--- config.mk ---
export PLATFORM = sky130hd
export DESIGN_NAME = ula_issue_ctrl
export DESIGN_NICKNAME = d
export VERILOG_FILES = /design/src/rtl/ula_issue_ctrl_pkg.sv /design/src/rtl/ula_issue_ctrl.sv
export SDC_FILE = /design/constraint.sdc
export NUM_CORES = 1
export LEC_CHECK = 0
export CAP_MARGIN = 20
export CELL_PAD_IN_SITES_DETAIL_PLACEMENT = 1
export CELL_PAD_IN_SITES_GLOBAL_PLACEMENT = 2
export CORE_UTILIZATION = 22
export CTS_BUF_LIST = sky130_fd_sc_hd__clkbuf_8
export CTS_CLUSTER_SIZE = 12
export DETAILED_ROUTE_END_ITERATION = 8
export PLACE_DENSITY = 0.8
export SETUP_SLACK_MARGIN = 0.4
export SLEW_MARGIN = 20
export SYNTH_ARGS = -nofsm -noshare
export SYNTH_HDL_FRONTEND = slang
export SYNTH_SLANG_ARGS = --single-unit
--- constraint.sdc ---
create_clock -name clk_in -period 1.3 [get_ports clk_in]
set_input_delay 0.26 -clock clk_in [delete_from_list [all_inputs] [get_ports clk_in]]
set_output_delay 0.26 -clock clk_in [all_outputs]
set_load 0.005 [all_outputs]
--- src/rtl/ula_issue_ctrl_pkg.sv ---
// ula_issue_ctrl_pkg
//   Shared definitions for the ULA issue/writeback controller:
//   default datapath widths, FSM state encoding and ULA op code constants.
//   The controller treats op codes as opaque; the constants document the
//   codes used by the REDUX-V ULA.
package ula_issue_ctrl_pkg;

  localparam int DEF_BITS     = 8;  // datapath width
  localparam int DEF_ULA_OP   = 4;  // ULA op code width
  localparam int DEF_REG_ADDR = 2;  // register-file address width

  // Controller FSM, 2-bit encoding
  typedef enum logic [1:0] {
    ST_IDLE = 2'd0,
    ST_READ = 2'd1,
    ST_EXEC = 2'd2,
    ST_WB   = 2'd3
  } state_e;

  // ULA op codes (opaque to the controller)
  localparam logic [DEF_ULA_OP-1:0] ULA_NOT = 4'd0;
  localparam logic [DEF_ULA_OP-1:0] ULA_ADD = 4'd1;
  localparam logic [DEF_ULA_OP-1:0] ULA_SUB = 4'd2;
  localparam logic [DEF_ULA_OP-1:0] ULA_AND = 4'd3;
  localparam logic [DEF_ULA_OP-1:0] ULA_OR  = 4'd4;
  localparam logic [DEF_ULA_OP-1:0] ULA_XOR = 4'd5;

endpackage

--- src/rtl/ula_issue_ctrl.sv ---
// ula_issue_ctrl
//   Multi-cycle issue/writeback controller for one register-register ALU
//   request at a time: ra <- ra op rb.
//   Sequence: IDLE (accept) -> READ (register file) -> EXEC (ULA) -> WB.
//
// Handshake: a request transfers on a rising clk_in edge where both
//   req_valid_in and req_ready_out are 1. req_ready_out is 1 only in IDLE and
//   never while rst_in is high; request fields are sampled only at that edge.
//
// Ports:
//   clk_in, rst_in            clock, synchronous active-high reset
//   req_valid_in/ready_out    request handshake
//   req_op_in/ra_in/rb_in     op code, operand A/destination, operand B
//   rf_ra_addr_out/rb_addr    register-file read addresses
//   rf_ra_data_in/rb_data_in  register-file read data (combinational)
//   ula_a_out/b_out/op_out    ULA operands and op code
//   ula_result_in             ULA result
//   rf_we_out/wr_addr/wr_data register-file write port
//   done_out                  one-cycle pulse in the writeback cycle
//   zero_out                  last written result was zero (sticky)
//   state_dbg_out             current FSM state (debug)
module ula_issue_ctrl
  import ula_issue_ctrl_pkg::*;
#(
  parameter int BITS     = DEF_BITS,
  parameter int ULA_OP   = DEF_ULA_OP,
  parameter int REG_ADDR = DEF_REG_ADDR
) (
  input  logic                clk_in,
  input  logic                rst_in,
  input  logic                req_valid_in,
  output logic                req_ready_out,
  input  logic [ULA_OP-1:0]   req_op_in,
  input  logic [REG_ADDR-1:0] req_ra_in,
  input  logic [REG_ADDR-1:0] req_rb_in,
  output logic [REG_ADDR-1:0] rf_ra_addr_out,
  output logic [REG_ADDR-1:0] rf_rb_addr_out,
  input  logic [BITS-1:0]     rf_ra_data_in,
  input  logic [BITS-1:0]     rf_rb_data_in,
  output logic [BITS-1:0]     ula_a_out,
  output logic [BITS-1:0]     ula_b_out,
  output logic [ULA_OP-1:0]   ula_op_out,
  input  logic [BITS-1:0]     ula_result_in,
  output logic                rf_we_out,
  output logic [REG_ADDR-1:0] rf_wr_addr_out,
  output logic [BITS-1:0]     rf_wr_data_out,
  output logic                done_out,
  output logic                zero_out,
  output logic [1:0]          state_dbg_out
);

  state_e              state_q, state_d;
  logic [ULA_OP-1:0]   op_q,    op_d;
  logic [REG_ADDR-1:0] ra_q,    ra_d;
  logic [REG_ADDR-1:0] rb_q,    rb_d;
  logic [BITS-1:0]     a_q,     a_d;
  logic [BITS-1:0]     b_q,     b_d;
  logic [BITS-1:0]     res_q,   res_d;
  logic                zero_q,  zero_d;

  always_comb begin
    state_d = state_q;
    op_d    = op_q;
    ra_d    = ra_q;
    rb_d    = rb_q;
    a_d     = a_q;
    b_d     = b_q;
    res_d   = res_q;
    zero_d  = zero_q;
    case (state_q)
      ST_IDLE: begin
        if (req_valid_in) begin
          op_d    = req_op_in;
          ra_d    = req_ra_in;
          rb_d    = req_rb_in;
          state_d = ST_READ;
        end
      end
      ST_READ: begin
        a_d     = rf_ra_data_in;
        b_d     = rf_rb_data_in;
        state_d = ST_EXEC;
      end
      ST_EXEC: begin
        res_d   = ula_result_in;
        state_d = ST_WB;
      end
      ST_WB: begin
        zero_d  = (res_q == '0);
        state_d = ST_IDLE;
      end
      default: state_d = ST_IDLE;
    endcase
  end

  always_ff @(posedge clk_in) begin
    if (rst_in) begin
      state_q <= ST_IDLE;
      op_q    <= '0;
      ra_q    <= '0;
      rb_q    <= '0;
      a_q     <= '0;
      b_q     <= '0;
      res_q   <= '0;
      zero_q  <= 1'b0;
    end else begin
      state_q <= state_d;
      op_q    <= op_d;
      ra_q    <= ra_d;
      rb_q    <= rb_d;
      a_q     <= a_d;
      b_q     <= b_d;
      res_q   <= res_d;
      zero_q  <= zero_d;
    end
  end

  // Address/data outputs always reflect the holding registers; they only
  // matter in the state that owns them and read 0 after reset.
  assign rf_ra_addr_out = ra_q;
  assign rf_rb_addr_out = rb_q;
  assign ula_a_out      = a_q;
  assign ula_b_out      = b_q;
  assign ula_op_out     = op_q;
  assign rf_wr_addr_out = ra_q;
  assign rf_wr_data_out = res_q;

  // Gated by rst_in so a reset arriving during WB suppresses the write at
  // that same edge, and no request is offered while reset is held.
  assign rf_we_out      = (state_q == ST_WB) && !rst_in;
  assign done_out       = (state_q == ST_WB) && !rst_in;
  assign req_ready_out  = (state_q == ST_IDLE) && !rst_in;
  assign zero_out       = zero_q;
  assign state_dbg_out  = state_q;

endmodule
---- After elaboration in Yosys (flattened, before gate mapping) ----
Cells that the tools add are included.
cells by class
  equality and inequality tests ........... 4
  mux-type cells .......................... 2
  reduce and logical (&&, ||, !) cells .... 6
operators with widths
  cell                number
  $logic_not 8->1     1
  $pmux 2 s4          1
  $eq 2x2->1 const B  2
  $eq 2x1->1 const B  1
  $logic_and 1x1->1   2
  $logic_not 2->1     1
  $mux 2              1
  $ne 2x2->1 const B  1
  $reduce_and 2->1    1
  $logic_not 1->1     1
word-level totals
  register bits ........................... 35
  input port bits ......................... 35
  output and inout port bits .............. 40
  word-level logic and storage cells ...... 20

---- Longest topological paths before layout ----
Gate-level depths: netlist of the first run.
  depth in word-level cells ............... 2
  mapped depth ............................ 6
  gate-level depth less buffers ........... 5

---- Worst setup path after synthesis of the first run ----
OpenSTA, ideal clock, no wires.
  path type ............................... flip-flop to output port
  start ................................... register state_q[0], in the netlist state_dbg_out[0]
  end ..................................... output req_ready_out
  arrival ................................. 0.990 ns
  setup slack ............................. 0.050 ns
  cell stages (with the launch flop) ...... 5
  cells stage by stage .................... dfxtp_1 > inv_1 > ha_1 > buf_4 > nor2b_1
on the way
  longest elaborated chain between the ends .. 2
RTL lines
  what                      RTL line               text
  start: declaration        ula_issue_ctrl.sv:52   state_e state_q, state_d;
  start signal: assignment  ula_issue_ctrl.sv:107  state_q <= state_d;
  $logic_not 2->1           ula_issue_ctrl.sv:132  assign req_ready_out = (state_q == ST_IDLE) && !rst_in;
  $logic_and 1x1->1         ula_issue_ctrl.sv:132
  end: declaration          ula_issue_ctrl.sv:32   output logic req_ready_out,
Every way passes these cells.

---- Final worst setup path of the first run ----
  start ................................... register state_q[1], in the netlist state_dbg_out[1]
  end ..................................... output done_out
on the way
  longest elaborated chain between the ends .. 2
RTL lines
  what               RTL line               text
  $eq 2x2->1         ula_issue_ctrl.sv:131  assign done_out = (state_q == ST_WB) && !rst_in;
  $logic_and 1x1->1  ula_issue_ctrl.sv:131
  end: declaration   ula_issue_ctrl.sv:47   output logic done_out,
Every way passes these cells.

==> flow_summary.yaml, run 1 <==
global_routing:
  grt_first_pass_wirelength_um: 6510
  number_of_global_route_vias_before_repair: 1406
  grt.overflow.total: 0
  globalRouteTotalUtil_pct: 13.2
  grt_start_max_net_pins: 25
  antenna_found_initial: 0
placement:
  globalplace.congestion: 0.653
  port_buffers: 74
  dp_hpwl_um: 2750
synthesis:
  synthesis.instances: 139
  yosysWarnings: 0
  synth_seq_cells: 35
  synth.lib_cells_used.distinct: 18
  synthTopCellsByArea: "dfxtp_1 50%, mux2i_1 18%, nor2_1 7.3%, ha_1 3.6%, nand3_1 3.2%"
  post_synth.cell_area_avg_sq_um: 10.0
  synth_sequential_area_ratio_pct: 50.3
  synth_largest_type_area_fraction_pct: 50.3
  synthDominantAreaCellType: "dfxtp_1"
  post_synth_instance_area_sq_um: 1390
  syn_nets: 178
sta:
  report.final.setup_viol: 4
  fin_skew_ps: 4.54
  timing.setup.tns_ps: -347
  max_clock_freq_ghz: 0.705
  grt_setup_unrepaired: "yes"
  timing.final.ws_setup_ps: -118
  post-route-period-util_pct: 109
  maxSlewHeadroom_pct: 79.4
  min_period_ps: 1420
  timing.final.hold_violations: 0
  report.final.slew_viol_count: 0
  slew_worst_pin_ps: 309
worst_setup_path:
  critPathLaunch: "state_dbg_out[1]"
  critical_path_peak_fanout: 3
  start_kind: "flop"
  worstSetupPathType: "flop to primary output"
  regToRegSetupSlack_ps: 40
  timing.critical_path.arrival_ps: 1160
  r2r-start: "state_dbg_out[1]"
  worst_setup_path_end_kind: "primary output"
  cp.required_ps: 1040
power_and_ir_drop:
  vdd_ir_drop_max_mv: 0.850
  power_leakage_uw: 0.00125
  powerDensity_nw_per_um2: 2000
detailed_routing:
  detail-route-antenna-nets: 0
  post-route-drc-count: 0
  routed_wirelength_um: 4310
  dr.pass1.iters: 3
  wl_per_cell_um: 13.1
  dr_total_vias: 1391
  detail_route.iter0.violations: 16
  avgViaCountPerCell: 4.24
outcome:
  violations_in_the_final_reports: "setup timing"
  status: "finished with violations"
clocking:
  htree_levels: 2
  clockRootBuffer: "clkbuf_8"
  tritoncts_clock_tree: "built"
  cts_inserted_buffers: 5
  clk_pin_slew_ps: 70
  numClockSinks: 35
  maximum_buffer_depth_of_the_clock_tree: 2
  cts_hold_repair.buffers: 0
  clk-insertion-delay-late_ps: 280
floorplanning:
  die-width_um: 81.6
  fp-row-count: 28
  core-area_sq_um: 6030
  dieHeight_um: 81.6
  num_io_pins: 75
  initial_utilization_pct: 23.1
  die_area_sq_um: 6660
worst_hold_path:
  timing.hold.worst.start: "ula_op_out[1]"
  hp-class: "flop to flop"
layout:
  final_net_count: 291
  syn_to_final_growth_pct: 108
  nFillCells: 681
  final_core_util_pct: 48.2
  total_inserted_antenna_cells: 0
  drive_gt1_share_pct: 65.6
flow_run:
  timing.max_cap.violations: 0
synth_stat cells:
cell type	n
a211oi_1	1
a21oi_1	8
a21oi_2	1
buf_12	1
buf_2	4
buf_4	6
buf_6	1
dfxtp_1	35
ha_1	4
inv_1	2
mux2i_1	25
nand2_1	8
nand2_2	1
nand2b_1	2
nand3_1	9
nor2_1	27
nor2b_1	2
nor4_2	2
final timing paths:
path | to | depth (start not counted)
min reg2reg | ula_op_out[1] | 2
max | done_out | 4
max reg2reg | ula_b_out[4] | 7
min | ula_op_out[1] | 2
critical path, stage by stage (launching register included):
cell     delay, ps
dfxtp_4        350
buf_6          120
ha_4           150
nor2b_4        120
buf_2          130
placed cells by master, fill, tap and decap left out, types with 2 or more instances in the layout:
master	n
buf_2	23
nand3_2	6
nand2_1	2
mux2i_1	22
nor4_2	2
clkbuf_8	7
mux2i_2	2
nand2b_4	2
buf_4	21
dfxtp_4	3
buf_6	34
ha_4	4
nand3_4	2
buf_12	4
a21oi_2	8
inv_4	2
nand2_4	3
nor2_1	26
dfxtp_2	32
dlygate4sd2_1	2
clkdlybuf4s50_1	32
nor2b_4	2
nand2_2	3
registers in the layout, indices dropped and copies added, names as in the netlist:
| name | cells |
|---|---|
| ula_a_out | 8 |
| zero_out | 1 |
| rf_wr_data_out | 8 |
| state_dbg_out | 2 |
| ula_op_out | 4 |
| rf_rb_addr_out | 2 |
| rf_ra_addr_out | 2 |
| ula_b_out | 8 |
report_power, final:
part / internal (uW) / switching [uW] / leakage, uW
Clock: 476 / 380 / 0.0000557
Sequential: 1400 / 187 / 0.000302
Combinational: 2080 / 1290 / 0.000892
Total: 3960 / 1860 / 0.00125
routing by layer:
| layer | wire length, um | global-route usage (%) | vias to the layer above |
|---|---|---|---|
| li1 | - | - | 687 |
| met1 | 1860 | 14.7 | 657 |
| met2 | 2150 | 22.9 | 42 |
| met3 | 252 | 4.22 | 5 |
| met4 | 51 | 5.79 | 0 |
| met5 | 0 | 0 | - |
through the flow:
stage	hold WS [ps]	worst slack, ps	instance area [sq um]	cells	total power [uW]
2_1_floorplan	391	168	1490	139	2770
3_3_place_gp	445	-473	2330	289	3700
3_5_place_dp	452	-479	2330	289	3750
4_1_cts	463	-134	2690	321	5510
5_1_grt	475	-163	2900	328	6220
6_report	462	-118	2900	328	5810
layout make-up:
cell class	instances	area [sq um]	area share (%)
repair buffers	118	1120	38.5
clock inverters	1	3.75	0.129
multi-input cells	90	827	28.5
flip-flops and latches	35	752	25.9
clock buffers	7	96.3	3.32
inverters	2	12.5	0.431
well taps	75	93.8	3.23
cells by family after synthesis:
kind of cell	Yosys count	synth area share [%]
buffers and inverters	14	7.45
flip-flops	35	50.3
AO/OA/AOI/OAI	10	4.04
multiplexers	25	18.0
adder cells (fa/ha/maj)	4	3.59
AND/OR/NAND/NOR	51	16.7
what timing repair did:
action	CTS	global route
pin swaps	11	11
endpoints found under the setup margin	75	75
setup buffers	23	7
cloned	1	0
resized for setup	240	32
Power figures use the tool's default switching activity.
==> inputs of run 2 (changes only) <==
Settings changed: SETUP_SLACK_MARGIN 0.4 to 0.05.
==> run 2 against run 1 <==
Net effect:
- flip-flop and latch count unchanged
- critical endpoint is now req_ready_out
- total power fell by 21%
- via count is 7.3% lower
- the flow still finishes with violations (setup timing)
- clock skew decreased by 2.1 ps
- worst hold slack got worse by 9.8 ps
- routed wire length decreased by 9.3%
- global-route usage is 0.77 points lower
- sequential share of layout area grew 3.2 points
- cell count shrank 7.0%
==> flow_summary.yaml, run 2 (synthesized netlist as in run 1, its figures left out) <==
sta:
  report.final.slew_viol_count: 0
  min_period_ps: 1360
  whs_ps: 452
  grt_setup_unrepaired: "yes"
  post-route-period-util_pct: 104
  max_clock_freq_ghz: 0.736
  fin_skew_ps: 2.47
  timing.final.ws_setup_ps: -58.3
  report.final.setup_viol: 3
  maxSlewHeadroom_pct: 80.3
  timing.final.hold_violations: 0
  timing.setup.tns_ps: -80.3
  slew_worst_pin_ps: 295
floorplanning:
  core-area_sq_um: 6030
  initial_utilization_pct: 23.1
  die_area_sq_um: 6660
  fp-row-count: 28
  num_io_pins: 75
  dieHeight_um: 81.6
  die-width_um: 81.6
worst_setup_path:
  slowest_delay_ps: 370
  crit_path_top_delay_cell: "dfxtp_4"
  critical_path.cell_chain: "inv_2 -> ha_4 -> nor2b_4 -> buf_6"
  worst_r2r_endpoint: "ula_b_out[4]"
  worstSetupPathType: "flop to primary output"
  start_kind: "flop"
  timing.critical_path.arrival_ps: 1100
  critical_path_peak_fanout: 3
  r2r-start: "state_dbg_out[0]"
  cp.required_ps: 1040
  regToRegSetupSlack_ps: 40
  worst_setup_path_end_kind: "primary output"
  r2r.worst_path.cells: 6
clocking:
  htree_levels: 2
  clockRootBuffer: "clkbuf_8"
  cts_inserted_buffers: 5
  clk-insertion-delay-late_ps: 280
  clk_pin_slew_ps: 70
  numClockSinks: 35
  cts_hold_repair.buffers: 0
  maximum_buffer_depth_of_the_clock_tree: 2
  tritoncts_clock_tree: "built"
worst_hold_path:
  whs_path_depth: 2
  timing.hold.worst_endpoint: "rf_rb_addr_out[0]"
  hp-class: "flop to flop"
  timing.hold.worst.start: "rf_rb_addr_out[0]"
detailed_routing:
  post-route-drc-count: 0
  dr.pass1.iters: 3
  avgViaCountPerCell: 4.23
  detail-route-antenna-nets: 0
  wl_per_cell_um: 12.8
  dr_total_vias: 1290
  routed_wirelength_um: 3910
  detail_route.iter0.violations: 31
global_routing:
  globalRouteTotalUtil_pct: 12.5
  grt_start_max_net_pins: 21
  number_of_global_route_vias_before_repair: 1315
  antenna_found_initial: 0
  grt_first_pass_wirelength_um: 6210
  grt.overflow.total: 0
power_and_ir_drop:
  switching_share_pct: 31.9
  seq_power_share_pct: 33.2
  clkPwrFrac_pct: 18.3
  power_leakage_uw: 0.00112
  powerDensity_nw_per_um2: 1850
  power_report.internal_total_uw: 3140
  comb_power_share_pct: 48.5
  vdd_ir_drop_max_mv: 0.864
  switchingPower_uw: 1470
placement:
  dp_hpwl_um: 2680
  port_buffers: 74
  globalplace.congestion: 0.697
layout:
  most-common-layout-cells: "36 x dlygate4sd2_1, 33 x clkdlybuf4s50_1, 27 x nor2_1, 25 x mux2i_1, 19 x dfxtp_1"
  final_common_cell: "dlygate4sd2_1"
  seq_area_sq_um: 726
  final_net_count: 268
  total_inserted_antenna_cells: 0
  final_core_util_pct: 41.3
  syn_to_final_growth_pct: 78.6
  drive_gt1_share_pct: 27.0
  multi_input_comb_area_sq_um: 676
  nFillCells: 699
outcome:
  violations_in_the_final_reports: "setup timing"
  status: "finished with violations"
flow_run:
  timing.max_cap.violations: 0
-- run 2: changes by cell type in the layout (fill, tap and decap cells not counted), sizes merged --
cell           change
buf               -58
clkdlybuf4s50      +1
dlygate4sd2       +34
-- run 2: power groups by stage --
stage	Sequential, uW	Combinational [uW]	Clock [uW]
2_1_floorplan	1540	1030	0
3_3_place_gp	1510	1930	0
3_5_place_dp	1520	1950	0
4_1_cts	1530	2170	881
5_1_grt	1570	2450	933
6_report	1530	2240	843
-- run 2: cell type report --
type	instances	share of cell area [%]
Inverter	2	0.402
Timing Repair Buffer	95	35.5
Clock buffer	7	3.87
Tap cell	75	3.77
Sequential cell	35	29.1
Clock inverter	1	0.151
Multi-Input combinational cell	90	27.1
-- run 2: repair_timing --
action / CTS / global route
setup endpoints to repair: 71 / 29
cloned: 1 / 0
endpoints found under the hold margin: 0 / 0
resized for setup: 91 / 6
pin swaps: 2 / 12
buffers inserted: 8 / 2
-- run 2: through the flow --
| step | total power (uW) | std cells | instance area, sq um | setup WS [ps] |
|---|---|---|---|---|
| after CTS | 4590 | 303 | 2450 | -77.6 |
| after floorplan | 2570 | 139 | 1390 | 50.4 |
| after global routing | 4950 | 305 | 2490 | -114 |
| after detailed placement | 3470 | 286 | 2220 | -427 |
| final | 4610 | 305 | 2490 | -58.3 |
| after global placement | 3440 | 286 | 2220 | -410 |
-- run 2: how the worst max path moves through the flow --
stage | start | slack [ps] | to | depth (start not counted)
floorplan | state_dbg_out[0] | 50 | req_ready_out | 4
CTS | state_dbg_out[1] | -80 | req_ready_out | 4
finish | state_dbg_out[0] | -60 | req_ready_out | 4
global placement | rst_in | -410 | done_out | 3
detailed placement | rst_in | -430 | rf_we_out | 3
global route | state_dbg_out[0] | -110 | req_ready_out | 4
-- run 2: metal layers --
metal / GRT usage, % / wire length, um
met4: 4.21 / 36
met2: 21.9 / 1980
met5: 0 / 0
met1: 14.1 / 1610
met3: 4.00 / 279
-- run 2: critical path: cells and delay by family, from the launching register on --
family / cells / cell delay, ps
AND/OR/NAND/NOR: 1 / 120
adder cells (fa/ha/maj): 1 / 150
flip-flops: 1 / 370
buffers and inverters: 2 / 180
